File: src/rtl/multicycle_ctrl.sv
// Multi-cycle control FSM for the RV32I core: sequences fetch/decode/execute/mem/writeback
// and drives the datapath enables and selects. Datapath registers live outside this block.
module multicycle_ctrl #(
  parameter int INSTRET_W     = 32,
  parameter int RESET_PC_HOLD = 1
) (
  input  logic                 clk,
  input  logic                 rst,
  input  logic [31:0]          instr,
  input  logic                 mem_ready,
  input  logic                 branch_taken,
  output logic                 mem_req,
  output logic                 mem_we,
  output logic                 ir_we,
  output logic                 pc_we,
  output logic                 pc_sel,
  output logic [2:0]           imm_sel,
  output logic                 alu_src_a,
  output logic                 alu_src_b,
  output logic                 rf_we,
  output logic [1:0]           wb_sel,
  output logic                 illegal,
  output logic [2:0]           state_o,
  output logic [INSTRET_W-1:0] instret
);

  // Memory handshake: mem_req is held high until the cycle mem_ready=1 completes the
  // request; mem_ready is ignored whenever mem_req=0.

  typedef enum logic [2:0] {
    S_IDLE   = 3'd0,
    S_FETCH  = 3'd1,
    S_DECODE = 3'd2,
    S_EXEC   = 3'd3,
    S_MEM    = 3'd4,
    S_WB     = 3'd5,
    S_TRAP   = 3'd6
  } state_t;

  localparam logic [6:0] OP_LUI    = 7'b0110111;
  localparam logic [6:0] OP_AUIPC  = 7'b0010111;
  localparam logic [6:0] OP_JAL    = 7'b1101111;
  localparam logic [6:0] OP_JALR   = 7'b1100111;
  localparam logic [6:0] OP_LOAD   = 7'b0000011;
  localparam logic [6:0] OP_STORE  = 7'b0100011;
  localparam logic [6:0] OP_BRANCH = 7'b1100011;
  localparam logic [6:0] OP_IMM    = 7'b0010011;
  localparam logic [6:0] OP_OP     = 7'b0110011;

  localparam logic [2:0] IMM_I = 3'd0;
  localparam logic [2:0] IMM_S = 3'd1;
  localparam logic [2:0] IMM_B = 3'd2;
  localparam logic [2:0] IMM_U = 3'd3;
  localparam logic [2:0] IMM_J = 3'd4;

  localparam int HOLD_W = $clog2(RESET_PC_HOLD + 1);

  state_t            state, nxt;
  logic [HOLD_W-1:0] hold_cnt;
  logic              retire;

  logic [6:0] opcode;
  logic is_lui, is_auipc, is_jal, is_jalr, is_load, is_store, is_branch, is_opimm, is_op;
  logic legal;

  assign opcode    = instr[6:0];
  assign is_lui    = (opcode == OP_LUI);
  assign is_auipc  = (opcode == OP_AUIPC);
  assign is_jal    = (opcode == OP_JAL);
  assign is_jalr   = (opcode == OP_JALR);
  assign is_load   = (opcode == OP_LOAD);
  assign is_store  = (opcode == OP_STORE);
  assign is_branch = (opcode == OP_BRANCH);
  assign is_opimm  = (opcode == OP_IMM);
  assign is_op     = (opcode == OP_OP);
  assign legal     = is_lui | is_auipc | is_jal | is_jalr | is_load | is_store |
                     is_branch | is_opimm | is_op;

  assign state_o = state;

  // State register plus the IDLE hold counter and retired-instruction counter.
  always_ff @(posedge clk or negedge rst) begin
    if (!rst) begin
      state    <= S_IDLE;
      hold_cnt <= '0;
      instret  <= '0;
    end else begin
      state <= nxt;
      if (state == S_IDLE && nxt == S_IDLE) hold_cnt <= hold_cnt + HOLD_W'(1);
      else                                  hold_cnt <= '0;
      if (retire) instret <= instret + INSTRET_W'(1);
    end
  end

  always_comb begin
    nxt = state;
    case (state)
      S_IDLE:   if (hold_cnt == HOLD_W'(RESET_PC_HOLD - 1)) nxt = S_FETCH;
      S_FETCH:  if (mem_ready) nxt = S_DECODE;
      S_DECODE: nxt = legal ? S_EXEC : S_TRAP;
      S_EXEC: begin
        if (is_load || is_store) nxt = S_MEM;
        else if (is_branch)      nxt = S_FETCH;
        else                     nxt = S_WB;
      end
      S_MEM:    if (mem_ready) nxt = is_store ? S_FETCH : S_WB;
      S_WB:     nxt = S_FETCH;
      S_TRAP:   nxt = S_TRAP;
      default:  nxt = S_IDLE;
    endcase
  end

  always_comb begin
    mem_req   = 1'b0;
    mem_we    = 1'b0;
    ir_we     = 1'b0;
    pc_we     = 1'b0;
    pc_sel    = 1'b0;
    imm_sel   = 3'd0;
    alu_src_a = 1'b0;
    alu_src_b = 1'b0;
    rf_we     = 1'b0;
    wb_sel    = 2'd0;
    illegal   = 1'b0;
    retire    = 1'b0;

    // Format-derived selects stay valid for the whole life of the instruction.
    if (state == S_DECODE || state == S_EXEC || state == S_MEM || state == S_WB) begin
      if (is_lui || is_auipc)                  imm_sel = IMM_U;
      else if (is_jal)                         imm_sel = IMM_J;
      else if (is_store)                       imm_sel = IMM_S;
      else if (is_branch)                      imm_sel = IMM_B;
      else                                     imm_sel = IMM_I;
      alu_src_a = is_auipc | is_jal | is_branch;
      alu_src_b = ~is_op;
    end

    case (state)
      S_FETCH: begin
        mem_req = 1'b1;
        ir_we   = mem_ready;
      end
      S_EXEC: begin
        if (is_branch) begin
          pc_we  = 1'b1;
          pc_sel = branch_taken;
          retire = 1'b1;
        end
      end
      S_MEM: begin
        mem_req = 1'b1;
        mem_we  = is_store;
        if (mem_ready && is_store) begin
          pc_we  = 1'b1;
          retire = 1'b1;
        end
      end
      S_WB: begin
        rf_we  = (instr[11:7] != 5'd0);
        pc_we  = 1'b1;
        pc_sel = is_jal | is_jalr;
        retire = 1'b1;
        if (is_load)                wb_sel = 2'd1;
        else if (is_jal || is_jalr) wb_sel = 2'd2;
        else if (is_lui)            wb_sel = 2'd3;
        else                        wb_sel = 2'd0;
      end
      S_TRAP:  illegal = 1'b1;
      default: ;
    endcase
  end

endmodule

File: config.mk
export PLATFORM = sky130hd
export DESIGN_NAME = multicycle_ctrl
export DESIGN_NICKNAME = d
export VERILOG_FILES = /design/src/rtl/multicycle_ctrl.sv
export SDC_FILE = /design/constraint.sdc
export NUM_CORES = 1
export LEC_CHECK = 0
export ABC_AREA = 1
export BUFFER_PORTS_ARGS = -buffer_cell sky130_fd_sc_hd__buf_2
export CORE_AREA = 2 2 86 88
export CTS_BUF_LIST = sky130_fd_sc_hd__clkbuf_4 sky130_fd_sc_hd__clkbuf_8 sky130_fd_sc_hd__clkbuf_16
export CTS_CLUSTER_SIZE = 24
export DETAILED_ROUTE_END_ITERATION = 8
export DIE_AREA = 0 0 88 90
export PLACE_DENSITY = 0.65
export SKIP_CTS_REPAIR_TIMING = 1
export SYNTH_ARGS = -nofsm -noshare
export SYNTH_HDL_FRONTEND = slang
export SYNTH_SLANG_ARGS = --single-unit
File: constraint.sdc
create_clock -name clk -period 1.5 [get_ports clk]
set_input_delay 0 -clock clk [delete_from_list [all_inputs] [get_ports clk]]
set_output_delay 0 -clock clk [all_outputs]
set_load 0.01 [all_outputs]
* Yosys cells after proc, flatten, opt, wreduce, memory -nomap -nowiden
Cells that the tools add are included.
** Word-level totals
- Flip-flop bits (word level) :: 36
- Input bits :: 36
- Output and inout bits :: 49
- Word-level logic and storage cells :: 74
** Operators by class
- Add/sub/neg operators :: 2
- Eq/ne operators :: 15
- Multiplexer cells :: 30
- Bitwise logic cells :: 12
- Reduce and logical (&&, ||, !) cells :: 12
** Operators by type and width (number)
- 32-bit by 1-bit adder with 32-bit output, second input constant :: 1
- 3-bit two-way mux :: 10
- 7-bit by 6-bit == test with 1-bit output, second input constant :: 3
- 7-bit == test, second input constant :: 3
- 3-bit case mux with 7 select lines :: 1
- 7-bit by 5-bit == test with 1-bit output, second input constant :: 2
- 2-bit two-way mux :: 6
- 1-bit two-way mux :: 11
- 1-bit bitwise OR :: 11
- 3-bit == test, second input constant :: 3
- 7-bit by 2-bit == test with 1-bit output, second input constant :: 1
- 3-bit by 2-bit == test with 1-bit output, second input constant :: 2
- 3-bit logical NOT :: 2
- 1-bit logical OR :: 6
- 5-bit nonzero test :: 1
- 3-bit by 1-bit == test with 1-bit output, second input constant :: 1
- 1-bit case mux with 3 select lines :: 1
- 1-bit logical AND :: 2
- 1-bit case mux with 2 select lines :: 1
- 2-bit OR reduction :: 1
- 1-bit adder, second input constant :: 1
- 1-bit inverter :: 1

* Logic depth before layout (Yosys ltp)
Gate-level depths: netlist of the first run.
- Word-level depth :: 14
- Depth in mapped cells :: 10
- Depth with buffers taken out :: 10

* Worst setup path before layout of the first run
OpenSTA, ideal clock, no wires.
- Path kind :: reg2reg
- From :: register instret[0]
- To :: register instret[30]
- Library setup time :: 117 ps
- Arrival time :: 1397 ps
- Slack :: -14 ps
- Cell stages (with the launch flop) :: 11
- Buffers on the path :: 0
- Cell sequence :: dfrtp_1 -> ha_1 -> inv_2 -> nor2_4 -> nand2_1 -> nor2_1 -> nand2_1 -> nand2_1 -> nand2_1 -> nand2_1 -> nand2_1
** On the way
- Word-level cells in the longest chain between the ends :: 1
** Ends and longest elaborated chain
- start: declaration :: RTL line 24 : output logic [INSTRET_W-1:0] instret
- start signal: assignment :: RTL line 91 : if (retire) instret <= instret + INSTRET_W'(1);
- 32-bit by 1-bit adder with 32-bit output :: RTL line 91
No other way between the ends.
A chain may end at the register's enable or synchronous reset.

* Worst setup path in the final report of the first run
- From :: register state[1], in the netlist state_o[1]
- To :: output imm_sel[0]
** On the way
- Word-level cells in the longest chain between the ends :: 5
- Elaborated cells on any way between the ends :: 8
- Those cells by class :: 4 x eq/ne; 1 x mux; 3 x reduce/logical
** Ends and longest elaborated chain
- start: declaration :: RTL line 58 : state_t state, nxt;
- start signal: assignment :: RTL line 88 : state <= nxt;
- 3-bit by 2-bit == test with 1-bit output :: RTL line 128 : if (state == S_DECODE || state == S_EXEC || state == S_MEM || state == S_WB) begin
- 1-bit logical OR (2 in series) :: RTL line 128
- 1-bit logical OR (*) :: RTL line 128
- 3-bit two-way mux (*) :: RTL line 128
- end: declaration :: RTL line 17 : output logic [2:0] imm_sel,
Every way passes the cells marked *; elsewhere a longest branch is shown, timed or not.

==> run_summary.xml, run 1 <==
<?xml version="1.0" encoding="UTF-8"?>
<metrics>
  <group name="power">
    <metric name="power.static_leakage" unit="µW">0.001927</metric>
    <metric name="seqPwrFrac" unit="">0.337</metric>
    <metric name="netSwitchingFraction" unit="">0.3849</metric>
    <metric name="maximum_vdd_drop" unit="mV">0.6973</metric>
    <metric name="intPower" unit="µW">2213</metric>
    <metric name="report.power.total" unit="µW">3598</metric>
    <metric name="p_clk_frac" unit="">0.216</metric>
    <metric name="power_per_cell_area" unit="nW/µm²">958.1</metric>
    <metric name="combinationalPowerShare" unit="">0.447</metric>
    <metric name="switching_power" unit="µW">1385</metric>
  </group>
  <group name="critical_path">
    <metric name="path_common_cell" unit="">inv_2</metric>
    <metric name="worst-path-max-fanout" unit="">6</metric>
    <metric name="setup.worst_path.class" unit="">flip-flop to output port</metric>
    <metric name="reg2reg_setup_slack" unit="ns">0</metric>
    <metric name="crit_path_start_kind" unit="">flip-flop</metric>
    <metric name="timing.critical_path.cells" unit="">buf_4, nand3_2, inv_2, nor3_2, nand2_1, inv_2, nor2_2, buf_2</metric>
    <metric name="crit_slowest_cell" unit="">dfrtp_2</metric>
    <metric name="timing.critical_path.required" unit="ns">1.50</metric>
    <metric name="crit_path_end_kind" unit="">output port</metric>
    <metric name="timing.critical_path.slowest_cell_delay" unit="ns">0.47</metric>
    <metric name="worstPathArrival" unit="ns">1.60</metric>
  </group>
  <group name="clock_network">
    <metric name="clock_tree_from_tritoncts" unit="">done</metric>
    <metric name="worst_setup_hold_path_clk_slew" unit="ns">0.07</metric>
    <metric name="tritoncts.num_buffers" unit="">5</metric>
    <metric name="cts_buffer_depth" unit="">2</metric>
    <metric name="clock_tree.htree_level_count" unit="">2</metric>
    <metric name="cts.sink_count" unit="">36</metric>
    <metric name="cts-root-buf" unit="">clkbuf_8</metric>
    <metric name="clkLatencyLatePin" unit="ns">0.29</metric>
  </group>
  <group name="routing">
    <metric name="viasPerCell" unit="">4.814</metric>
    <metric name="dr.first_iter.drc_count" unit="">178</metric>
    <metric name="post_route_drc_violation_count" unit="">0</metric>
    <metric name="drt-total-wl" unit="µm">8190</metric>
    <metric name="wire_length_per_cell_after_detailed_routing" unit="µm">12.62</metric>
    <metric name="ant_nets" unit="">0</metric>
    <metric name="vias" unit="">3124</metric>
    <metric name="detailedRoute.firstPassIterationCount" unit="">4</metric>
  </group>
  <group name="floorplan">
    <metric name="io_pins" unit="">85</metric>
    <metric name="dieWidth" unit="µm">88</metric>
    <metric name="die_y" unit="µm">90</metric>
    <metric name="initial_core_utilization" unit="">0.3837</metric>
    <metric name="row_count" unit="">31</metric>
    <metric name="coreArea" unit="µm²">7020</metric>
    <metric name="die_area" unit="µm²">7920</metric>
  </group>
  <group name="synthesis">
    <metric name="synth.distinct_cells" unit="">27</metric>
    <metric name="post_synth.cell_area_avg" unit="µm²">6.067</metric>
    <metric name="ys.warnings.count" unit="">0</metric>
    <metric name="synthesis.instances" unit="">444</metric>
    <metric name="netlist_area" unit="µm²">2694</metric>
    <metric name="ys_seq_elements" unit="">36</metric>
    <metric name="synth.yosys.seq_area_share" unit="">0.3344</metric>
    <metric name="syn-num-nets" unit="">481</metric>
  </group>
  <group name="finish">
    <metric name="antennaDiodeCount" unit="">0</metric>
    <metric name="finalNetCount" unit="">586</metric>
    <metric name="drive_gt1_frac" unit="">0.3200</metric>
    <metric name="final_design_area_no_fill" unit="µm²">3755</metric>
    <metric name="flow.area_growth_from_synthesis" unit="%">39.39</metric>
    <metric name="most_common_cell_after_layout_fill_and_taps_aside" unit="">nand2_1</metric>
    <metric name="layout_common_cells" unit="">nand2_1, buf_2, nor2_1</metric>
  </group>
  <group name="run_status">
    <metric name="run_status" unit="">finished, violations left</metric>
    <metric name="violations" unit="">setup timing</metric>
  </group>
  <group name="flow_run">
    <metric name="max_cap_violations" unit="">0</metric>
  </group>
  <group name="global_routing">
    <metric name="grt_max_degree" unit="">37</metric>
    <metric name="grt.overflow.total" unit="">0</metric>
    <metric name="grtUsageTotal" unit="">0.2062</metric>
    <metric name="first_global_vias" unit="">2943</metric>
    <metric name="first_pass_grt_wire_length" unit="µm">13300</metric>
    <metric name="initial_antenna_violation_count" unit="">0</metric>
  </group>
  <group name="timing">
    <metric name="setup_total_negative_slack" unit="ns">-0.5021</metric>
    <metric name="hold_viol" unit="">0</metric>
    <metric name="final.period_utilization" unit="">1.068</metric>
    <metric name="fmax" unit="GHz">0.6243</metric>
    <metric name="rsz_0062_raised_after_global_routing" unit="">yes</metric>
    <metric name="timing.clock.skew" unit="ns">0.005955</metric>
    <metric name="setup_viol" unit="">7</metric>
    <metric name="post_layout_minimum_cycle_time" unit="ns">1.602</metric>
    <metric name="finalWorstSetupSlack" unit="ns">-0.1017</metric>
    <metric name="slew_violations" unit="">0</metric>
  </group>
  <group name="place">
    <metric name="portBuffers" unit="">64</metric>
    <metric name="routability_congestion" unit="">0.9425</metric>
    <metric name="hpwl" unit="µm">6072</metric>
    <metric name="placed_area" unit="µm²">3322</metric>
  </group>
  <group name="hold_path">
    <metric name="worstHoldPathType" unit="">input port to flip-flop</metric>
  </group>
</metrics>
[synth_stat cells, drive strengths merged]
library cell  instances  share of area
ha                    1         0.0046
buf                   4          0.012
dfrtp                36           0.33
nand2               182           0.26
nand3                23          0.049
o41ai                 1         0.0033
o21ai                12          0.022
inv                  51          0.071
o211ai                1         0.0028
a21oi                 1         0.0019
nor2                 84           0.13
nand4                24          0.056
nand3b                4          0.011
nor3                  4         0.0074
conb                  1         0.0014
or2                   1         0.0023
clkbuf                6         0.0084
xor2                  8          0.026
[critical path: cells and delay by family, from the launching register on]
kind,cells,cell delay (ns)
and+or+nand+nor,4,0.38
DFF,1,0.47
buffers and inverters,4,0.46
[area by class of cell]
class	instances	area (µm²)
tap	99	123.9
timing repair buffer	108	734.5
sequential	36	910.9
fill	725	3266
clock buffer	8	97.59
inverter	51	193.9
multi-input combinational	347	1694
[cells by family after synthesis]
kind of cell               synth area share
and+or+nand+nor                      0.5123
buffers and inverters               0.09103
DFF                                  0.3344
AOI/OAI and AO/OA                   0.03019
xor gates and xnor gates            0.02601
adders and majority gates          0.004644
other                              0.001392
[routing by layer]
layer | routed length [µm] | GRT usage
met5 | 0 | 0
met3 | 406 | 0.03673
met4 | 95 | 0.05256
met1 | 3563 | 0.2630
met2 | 4125 | 0.3542
[power by group through the flow]
stage / registers (µW) / logic, µW / clock network (µW)
2_1_floorplan: 1230 / 643 / 0
4_1_cts: 1160 / 1210 / 799
3_5_place_dp: 1180 / 1200 / 0
6_report: 1210 / 1610 / 776
5_1_grt: 1230 / 1750 / 839
3_3_place_gp: 1180 / 1190 / 0
[final timing paths]
path / from / endpoint / depth (start not counted)
max: state_o[1] / imm_sel[0] / 8
min: mem_ready / state_o[0] / 4
max reg2reg: state_o[1] / instret[6] / 10
min reg2reg: instret[4] / instret[4] / 2
max in group asynchronous: rst / state_o[1] / 3
min in group asynchronous: rst / instret[9] / 3
[registers in the layout, summed over array words and instances (netlist names)]
name	flops
instret	32
state_o	3
hold_cnt	1
[through the flow]
step	hold slack, ns	instances	util	worst slack, ns
floorplan	-0.2956	444	-	0.01631
global placement	0.07317	625	0.4732	0.02057
detailed placement	0.08034	625	0.4732	0.006450
CTS	-0.2339	633	0.4871	-0.1714
global route	0.09595	649	0.5348	-0.2030
finish	0.07701	649	0.5348	-0.1017
Power figures use the tool's default switching activity.
==> inputs of run 2 (changes only) <==
--- a/config.mk
+++ b/config.mk
@@ -6,13 +6,13 @@
 export NUM_CORES = 1
 export LEC_CHECK = 0
 export ABC_AREA = 1
-export BUFFER_PORTS_ARGS = -buffer_cell sky130_fd_sc_hd__buf_2
 export CORE_AREA = 2 2 86 88
 export CTS_BUF_LIST = sky130_fd_sc_hd__clkbuf_4 sky130_fd_sc_hd__clkbuf_8 sky130_fd_sc_hd__clkbuf_16
 export CTS_CLUSTER_SIZE = 24
 export DETAILED_ROUTE_END_ITERATION = 8
 export DIE_AREA = 0 0 88 90
-export PLACE_DENSITY = 0.65
+export DONT_BUFFER_PORTS = 1
+export PLACE_DENSITY = 0.54
 export SKIP_CTS_REPAIR_TIMING = 1
 export SYNTH_ARGS = -nofsm -noshare
 export SYNTH_HDL_FRONTEND = slang
==> run_summary.xml, run 2 (same netlist as run 1, synthesis figures left out) <==
<?xml version="1.0" encoding="UTF-8"?>
<metrics>
  <group name="timing">
    <metric name="hold_viol" unit="">1</metric>
    <metric name="slew_violations" unit="">0</metric>
    <metric name="setup_total_negative_slack" unit="ns">0</metric>
    <metric name="final.period_utilization" unit="">0.9959</metric>
    <metric name="timing.clock.skew" unit="ns">0.005495</metric>
    <metric name="rsz_0062_raised_after_global_routing" unit="">yes</metric>
    <metric name="setup_viol" unit="">0</metric>
    <metric name="fmax" unit="GHz">0.6694</metric>
    <metric name="final.hold.worst_slack" unit="ns">-0.004293</metric>
    <metric name="post_layout_minimum_cycle_time" unit="ns">1.494</metric>
    <metric name="finalWorstSetupSlack" unit="ns">0.006172</metric>
  </group>
  <group name="place">
    <metric name="pre_cts_slack" unit="ns">0.004678</metric>
    <metric name="portBuffers" unit="">0</metric>
    <metric name="hpwl" unit="µm">6005</metric>
    <metric name="routability_congestion" unit="">0.9146</metric>
  </group>
  <group name="floorplan">
    <metric name="die_y" unit="µm">90</metric>
    <metric name="initial_core_utilization" unit="">0.3837</metric>
    <metric name="dieWidth" unit="µm">88</metric>
    <metric name="row_count" unit="">31</metric>
    <metric name="die_area" unit="µm²">7920</metric>
    <metric name="coreArea" unit="µm²">7020</metric>
    <metric name="io_pins" unit="">85</metric>
  </group>
  <group name="hold_path">
    <metric name="hold_path_end" unit="">state_o[2]</metric>
    <metric name="hold-path-cell-count" unit="">5</metric>
    <metric name="hp-start" unit="">mem_ready</metric>
    <metric name="worstHoldPathType" unit="">input port to flip-flop</metric>
  </group>
  <group name="power">
    <metric name="p_clk_frac" unit="">0.179</metric>
    <metric name="netSwitchingFraction" unit="">0.4054</metric>
    <metric name="seqPwrFrac" unit="">0.335</metric>
    <metric name="power.static_leakage" unit="µW">0.001798</metric>
    <metric name="power_per_cell_area" unit="nW/µm²">965.1</metric>
    <metric name="switching_power" unit="µW">1453</metric>
    <metric name="combinationalPowerShare" unit="">0.486</metric>
    <metric name="report.power.total" unit="µW">3584</metric>
    <metric name="intPower" unit="µW">2131</metric>
    <metric name="maximum_vdd_drop" unit="mV">0.8975</metric>
  </group>
  <group name="clock_network">
    <metric name="clock_tree_from_tritoncts" unit="">done</metric>
    <metric name="clkLatencyLatePin" unit="ns">0.29</metric>
    <metric name="cts_buffer_depth" unit="">2</metric>
    <metric name="worst_setup_hold_path_clk_slew" unit="ns">0.07</metric>
    <metric name="tritoncts.num_buffers" unit="">5</metric>
    <metric name="cts-root-buf" unit="">clkbuf_8</metric>
    <metric name="clock_tree.htree_level_count" unit="">2</metric>
    <metric name="cts.sink_count" unit="">36</metric>
  </group>
  <group name="finish">
    <metric name="antennaDiodeCount" unit="">0</metric>
    <metric name="largest_register_ff_count" unit="">32</metric>
    <metric name="flow.area_growth_from_synthesis" unit="%">37.85</metric>
    <metric name="finalNetCount" unit="">549</metric>
    <metric name="drive_gt1_frac" unit="">0.2784</metric>
    <metric name="most_common_cell_after_layout_fill_and_taps_aside" unit="">nand2_1</metric>
    <metric name="largest-register" unit="">instret</metric>
    <metric name="layout_common_cells" unit="">nand2_1, buf_4, nor2_1</metric>
  </group>
  <group name="global_routing">
    <metric name="first_pass_grt_wire_length" unit="µm">12920</metric>
    <metric name="grtUsageTotal" unit="">0.2046</metric>
    <metric name="grt.overflow.total" unit="">0</metric>
    <metric name="grt_max_degree" unit="">37</metric>
    <metric name="initial_antenna_violation_count" unit="">0</metric>
    <metric name="first_global_vias" unit="">2680</metric>
  </group>
  <group name="critical_path">
    <metric name="setup.worst_path.class" unit="">flip-flop to output port</metric>
    <metric name="reg2reg_setup_slack" unit="ns">0.06</metric>
    <metric name="reg2regPathDepth" unit="">9</metric>
    <metric name="worstPathArrival" unit="ns">1.49</metric>
    <metric name="r2r-end" unit="">instret[15]</metric>
    <metric name="crit_path_start_kind" unit="">flip-flop</metric>
    <metric name="worst-path-max-fanout" unit="">3</metric>
    <metric name="worstReg2RegStart" unit="">state_o[1]</metric>
    <metric name="crit_path_end_kind" unit="">output port</metric>
    <metric name="timing.critical_path.required" unit="ns">1.50</metric>
  </group>
  <group name="flow_run">
    <metric name="max_cap_violations" unit="">0</metric>
  </group>
  <group name="routing">
    <metric name="detailedRoute.firstPassIterationCount" unit="">4</metric>
    <metric name="ant_nets" unit="">0</metric>
    <metric name="dr.first_iter.drc_count" unit="">152</metric>
    <metric name="vias" unit="">2948</metric>
    <metric name="wire_length_per_cell_after_detailed_routing" unit="µm">13.86</metric>
    <metric name="drt-total-wl" unit="µm">8441</metric>
    <metric name="viasPerCell" unit="">4.841</metric>
    <metric name="post_route_drc_violation_count" unit="">0</metric>
  </group>
  <group name="run_status">
    <metric name="run_status" unit="">finished, violations left</metric>
    <metric name="violations" unit="">hold timing</metric>
  </group>
</metrics>
run 2: cell count changes in the layout (fill, tap and decap cells not counted), sizes merged:
cell	before	now
clkbuf	10	8
buf	105	65
dlygate4sd3	1	2
nand3	23	24
run 2: routing by layer:
layer | share of wire | wire length (µm) | vias up | track usage
met5 | 0 | 0 | - | 0
met4 | 0.0070 | 59 | 0 | 0.03846
met3 | 0.054 | 458 | 6 | 0.04683
met2 | 0.50 | 4199 | 75 | 0.3258
met1 | 0.44 | 3724 | 1344 | 0.2842
li1 | - | - | 1523 | -
run 2: cell type report:
type                    count  area [µm²]
repair buffers             70       646.9
multi-input cells         348        1769
well taps                  99       123.9
inverters                  51       198.9
fillers                   731        3307
clock buffers               5       68.82
flip-flops and latches     36       905.9
run 2: stage by stage:
step / util / instance area (µm²) / hold slack, ns / cells
after detailed placement: 0.4554 / 3197 / -0.2947 / 587
after global placement: 0.4554 / 3197 / -0.2945 / 587
after CTS: 0.4652 / 3266 / -0.6105 / 592
final: 0.5290 / 3714 / -0.004293 / 609
after floorplan: - / 2696 / -0.2956 / 444
after global routing: 0.5290 / 3714 / 0.04326 / 609
run 2: worst max path at each step:
stage             endpoint  slack, ns        from
2_1_floorplan  instret[30]       0.02  instret[0]
3_3_place_gp   instret[26]     -0.005  instret[7]
3_5_place_dp   instret[17]      0.005  instret[0]
4_1_cts         imm_sel[2]      -0.14  state_o[0]
5_1_grt        instret[15]      -0.06  state_o[1]
6_report        imm_sel[2]      0.006  state_o[0]
run 2: power groups by stage:
stage | Combinational, µW | Sequential [µW] | Clock, µW
after floorplan | 643 | 1230 | 0
after global placement | 1150 | 1170 | 0
after detailed placement | 1170 | 1180 | 0
after CTS | 1170 | 1160 | 670
after global routing | 1900 | 1210 | 712
final | 1740 | 1200 | 642
run 2: critical path, cell delays in order, from the launching register on:
cell and delay, ns:
dfrtp_2 0.45, buf_6 0.16, inv_4 0.06, nand2_4 0.06, nor2_4 0.14, nor3_4 0.05
nand2_2 0.11, inv_4 0.06, nor2_4 0.12
==> inputs of run 3 (changes only) <==
--- a/config.mk
+++ b/config.mk
@@ -12,6 +12,7 @@
 export DETAILED_ROUTE_END_ITERATION = 8
 export DIE_AREA = 0 0 88 90
 export DONT_BUFFER_PORTS = 1
+export GPL_TIMING_DRIVEN = 0
 export PLACE_DENSITY = 0.54
 export SKIP_CTS_REPAIR_TIMING = 1
 export SYNTH_ARGS = -nofsm -noshare
==> run_summary.xml, run 3 (same netlist as run 1, synthesis figures left out) <==
<?xml version="1.0" encoding="UTF-8"?>
<metrics>
  <group name="timing">
    <metric name="slew_violations" unit="">0</metric>
    <metric name="setup_viol" unit="">2</metric>
    <metric name="final.hold.worst_slack" unit="ns">-0.04080</metric>
    <metric name="finalWorstSetupSlack" unit="ns">-0.006185</metric>
    <metric name="hold_viol" unit="">2</metric>
    <metric name="post_layout_minimum_cycle_time" unit="ns">1.506</metric>
    <metric name="rsz_0062_raised_after_global_routing" unit="">yes</metric>
    <metric name="fmax" unit="GHz">0.6639</metric>
    <metric name="final.period_utilization" unit="">1.004</metric>
    <metric name="timing.clock.skew" unit="ns">0.008524</metric>
  </group>
  <group name="routing">
    <metric name="dr.first_iter.drc_count" unit="">177</metric>
    <metric name="detailedRoute.firstPassIterationCount" unit="">4</metric>
    <metric name="drt-total-wl" unit="µm">7659</metric>
    <metric name="vias" unit="">2758</metric>
    <metric name="wire_length_per_cell_after_detailed_routing" unit="µm">13.63</metric>
    <metric name="ant_nets" unit="">0</metric>
    <metric name="viasPerCell" unit="">4.907</metric>
    <metric name="post_route_drc_violation_count" unit="">0</metric>
  </group>
  <group name="critical_path">
    <metric name="crit_path_end_kind" unit="">output port</metric>
    <metric name="worstPathArrival" unit="ns">1.51</metric>
    <metric name="timing.critical_path.required" unit="ns">1.50</metric>
    <metric name="worst-path-max-fanout" unit="">10</metric>
    <metric name="crit_path_start_kind" unit="">flip-flop</metric>
    <metric name="setup.worst_path.class" unit="">flip-flop to output port</metric>
  </group>
  <group name="floorplan">
    <metric name="die_area" unit="µm²">7920</metric>
    <metric name="dieWidth" unit="µm">88</metric>
    <metric name="row_count" unit="">31</metric>
    <metric name="io_pins" unit="">85</metric>
    <metric name="initial_core_utilization" unit="">0.3837</metric>
    <metric name="coreArea" unit="µm²">7020</metric>
    <metric name="die_y" unit="µm">90</metric>
  </group>
  <group name="power">
    <metric name="power.static_leakage" unit="µW">0.001422</metric>
    <metric name="maximum_vdd_drop" unit="mV">0.7081</metric>
    <metric name="report.power.total" unit="µW">3223</metric>
    <metric name="power_per_cell_area" unit="nW/µm²">988.1</metric>
  </group>
  <group name="finish">
    <metric name="largest_register_ff_count" unit="">32</metric>
    <metric name="finalNetCount" unit="">499</metric>
    <metric name="most_common_cell_after_layout_fill_and_taps_aside" unit="">nand2_1</metric>
    <metric name="flow.area_growth_from_synthesis" unit="%">21.09</metric>
    <metric name="layout_common_cells" unit="">nand2_1, nor2_1, inv_1</metric>
    <metric name="largest-register" unit="">instret</metric>
    <metric name="drive_gt1_frac" unit="">0.2505</metric>
    <metric name="antennaDiodeCount" unit="">0</metric>
    <metric name="fill_cells" unit="">759</metric>
  </group>
  <group name="place">
    <metric name="pre_cts_slack" unit="ns">-0.2895</metric>
    <metric name="portBuffers" unit="">0</metric>
    <metric name="routability_congestion" unit="">0.9724</metric>
    <metric name="hpwl" unit="µm">5827</metric>
  </group>
  <group name="clock_network">
    <metric name="clock_tree.htree_level_count" unit="">2</metric>
    <metric name="cts-root-buf" unit="">clkbuf_8</metric>
    <metric name="cts_buffer_depth" unit="">2</metric>
    <metric name="tritoncts.num_buffers" unit="">5</metric>
    <metric name="cts.sink_count" unit="">36</metric>
    <metric name="clkLatencyLatePin" unit="ns">0.29</metric>
    <metric name="worst_setup_hold_path_clk_slew" unit="ns">0.07</metric>
    <metric name="clock_tree_from_tritoncts" unit="">done</metric>
  </group>
  <group name="global_routing">
    <metric name="first_global_vias" unit="">2529</metric>
    <metric name="first_pass_grt_wire_length" unit="µm">12630</metric>
    <metric name="grt.overflow.total" unit="">0</metric>
    <metric name="grt_max_degree" unit="">37</metric>
    <metric name="grtUsageTotal" unit="">0.2014</metric>
    <metric name="initial_antenna_violation_count" unit="">0</metric>
  </group>
  <group name="flow_run">
    <metric name="max_cap_violations" unit="">0</metric>
  </group>
  <group name="hold_path">
    <metric name="worstHoldPathType" unit="">input port to flip-flop</metric>
  </group>
  <group name="run_status">
    <metric name="violations" unit="">hold timing, setup timing</metric>
    <metric name="run_status" unit="">finished, violations left</metric>
  </group>
</metrics>
-- run 3: changes by cell type in the layout (fill, tap and decap cells not counted), moves of 3 or more --
| cell | change |
|---|---|
| buf_2 | +4 |
| buf_4 | -47 |
| buf_6 | -4 |
| clkbuf_16 | -3 |
| dfrtp_1 | -23 |
| dfrtp_2 | +23 |
| inv_1 | +5 |
| inv_2 | -3 |
| nand2_1 | +4 |
| nand2_4 | -4 |
| nor2_1 | -7 |
| nor2_2 | +12 |
| nor2_4 | -5 |
-- run 3: critical path, cell delays in order, from the launching register on --
cell and delay, ns:
dfrtp_2 0.48, nor2_4 0.14, nand2_2 0.10, nor2_4 0.11
nand2_2 0.09, nand3_4 0.14, buf_8 0.17
-- run 3: worst paths after layout --
path	start	end	slack [ns]	depth (start not counted)
worst max-delay path	state_o[0]	pc_we	-0.006	6
worst min-delay path	mem_ready	state_o[0]	-0.04	3
worst max register to register	state_o[0]	instret[9]	0.02	8
worst min register to register	instret[6]	instret[6]	0.57	2
max in group asynchronous	rst	instret[7]	1.10	2
min in group asynchronous	rst	instret[0]	0.19	2
-- run 3: final cells by class --
class	count	area [µm²]	area share
inverters	51	193.9	0.05946
well taps	99	123.9	0.03797
multi-input cells	347	1710	0.5244
flip-flops and latches	36	934.6	0.2865
clock inverters	3	42.54	0.01304
plain buffers	10	80.08	0.02455
repair buffers	11	107.6	0.03299
clock buffers	5	68.82	0.02110
-- run 3: per-layer routing --
| metal | track usage | share of wire |
|---|---|---|
| met5 | 0 | 0 |
| met4 | 0.03846 | 0.0077 |
| met3 | 0.05601 | 0.052 |
| met2 | 0.3277 | 0.49 |
| met1 | 0.2666 | 0.45 |
-- run 3: where the power goes --
group / switching [µW] / internal [µW] / total (µW) / leakage (µW)
clock network: 380 / 492 / 872 / 0.0000541
registers: 225 / 1080 / 1300 / 0.000449
logic: 667 / 380 / 1050 / 0.000919
total: 1270 / 1950 / 3220 / 0.00142
-- run 3: metrics by stage --
| stage | std cells | TNS (ns) | util | cell area [µm²] |
|---|---|---|---|---|
| floorplan | 444 | 0 | - | 2696 |
| global placement | 543 | -3.100 | 0.4017 | 2820 |
| detailed placement | 543 | -3.307 | 0.4017 | 2820 |
| CTS | 551 | -5.888 | 0.4176 | 2932 |
| global route | 562 | -2.347 | 0.4646 | 3262 |
| finish | 562 | -0.01010 | 0.4646 | 3262 |
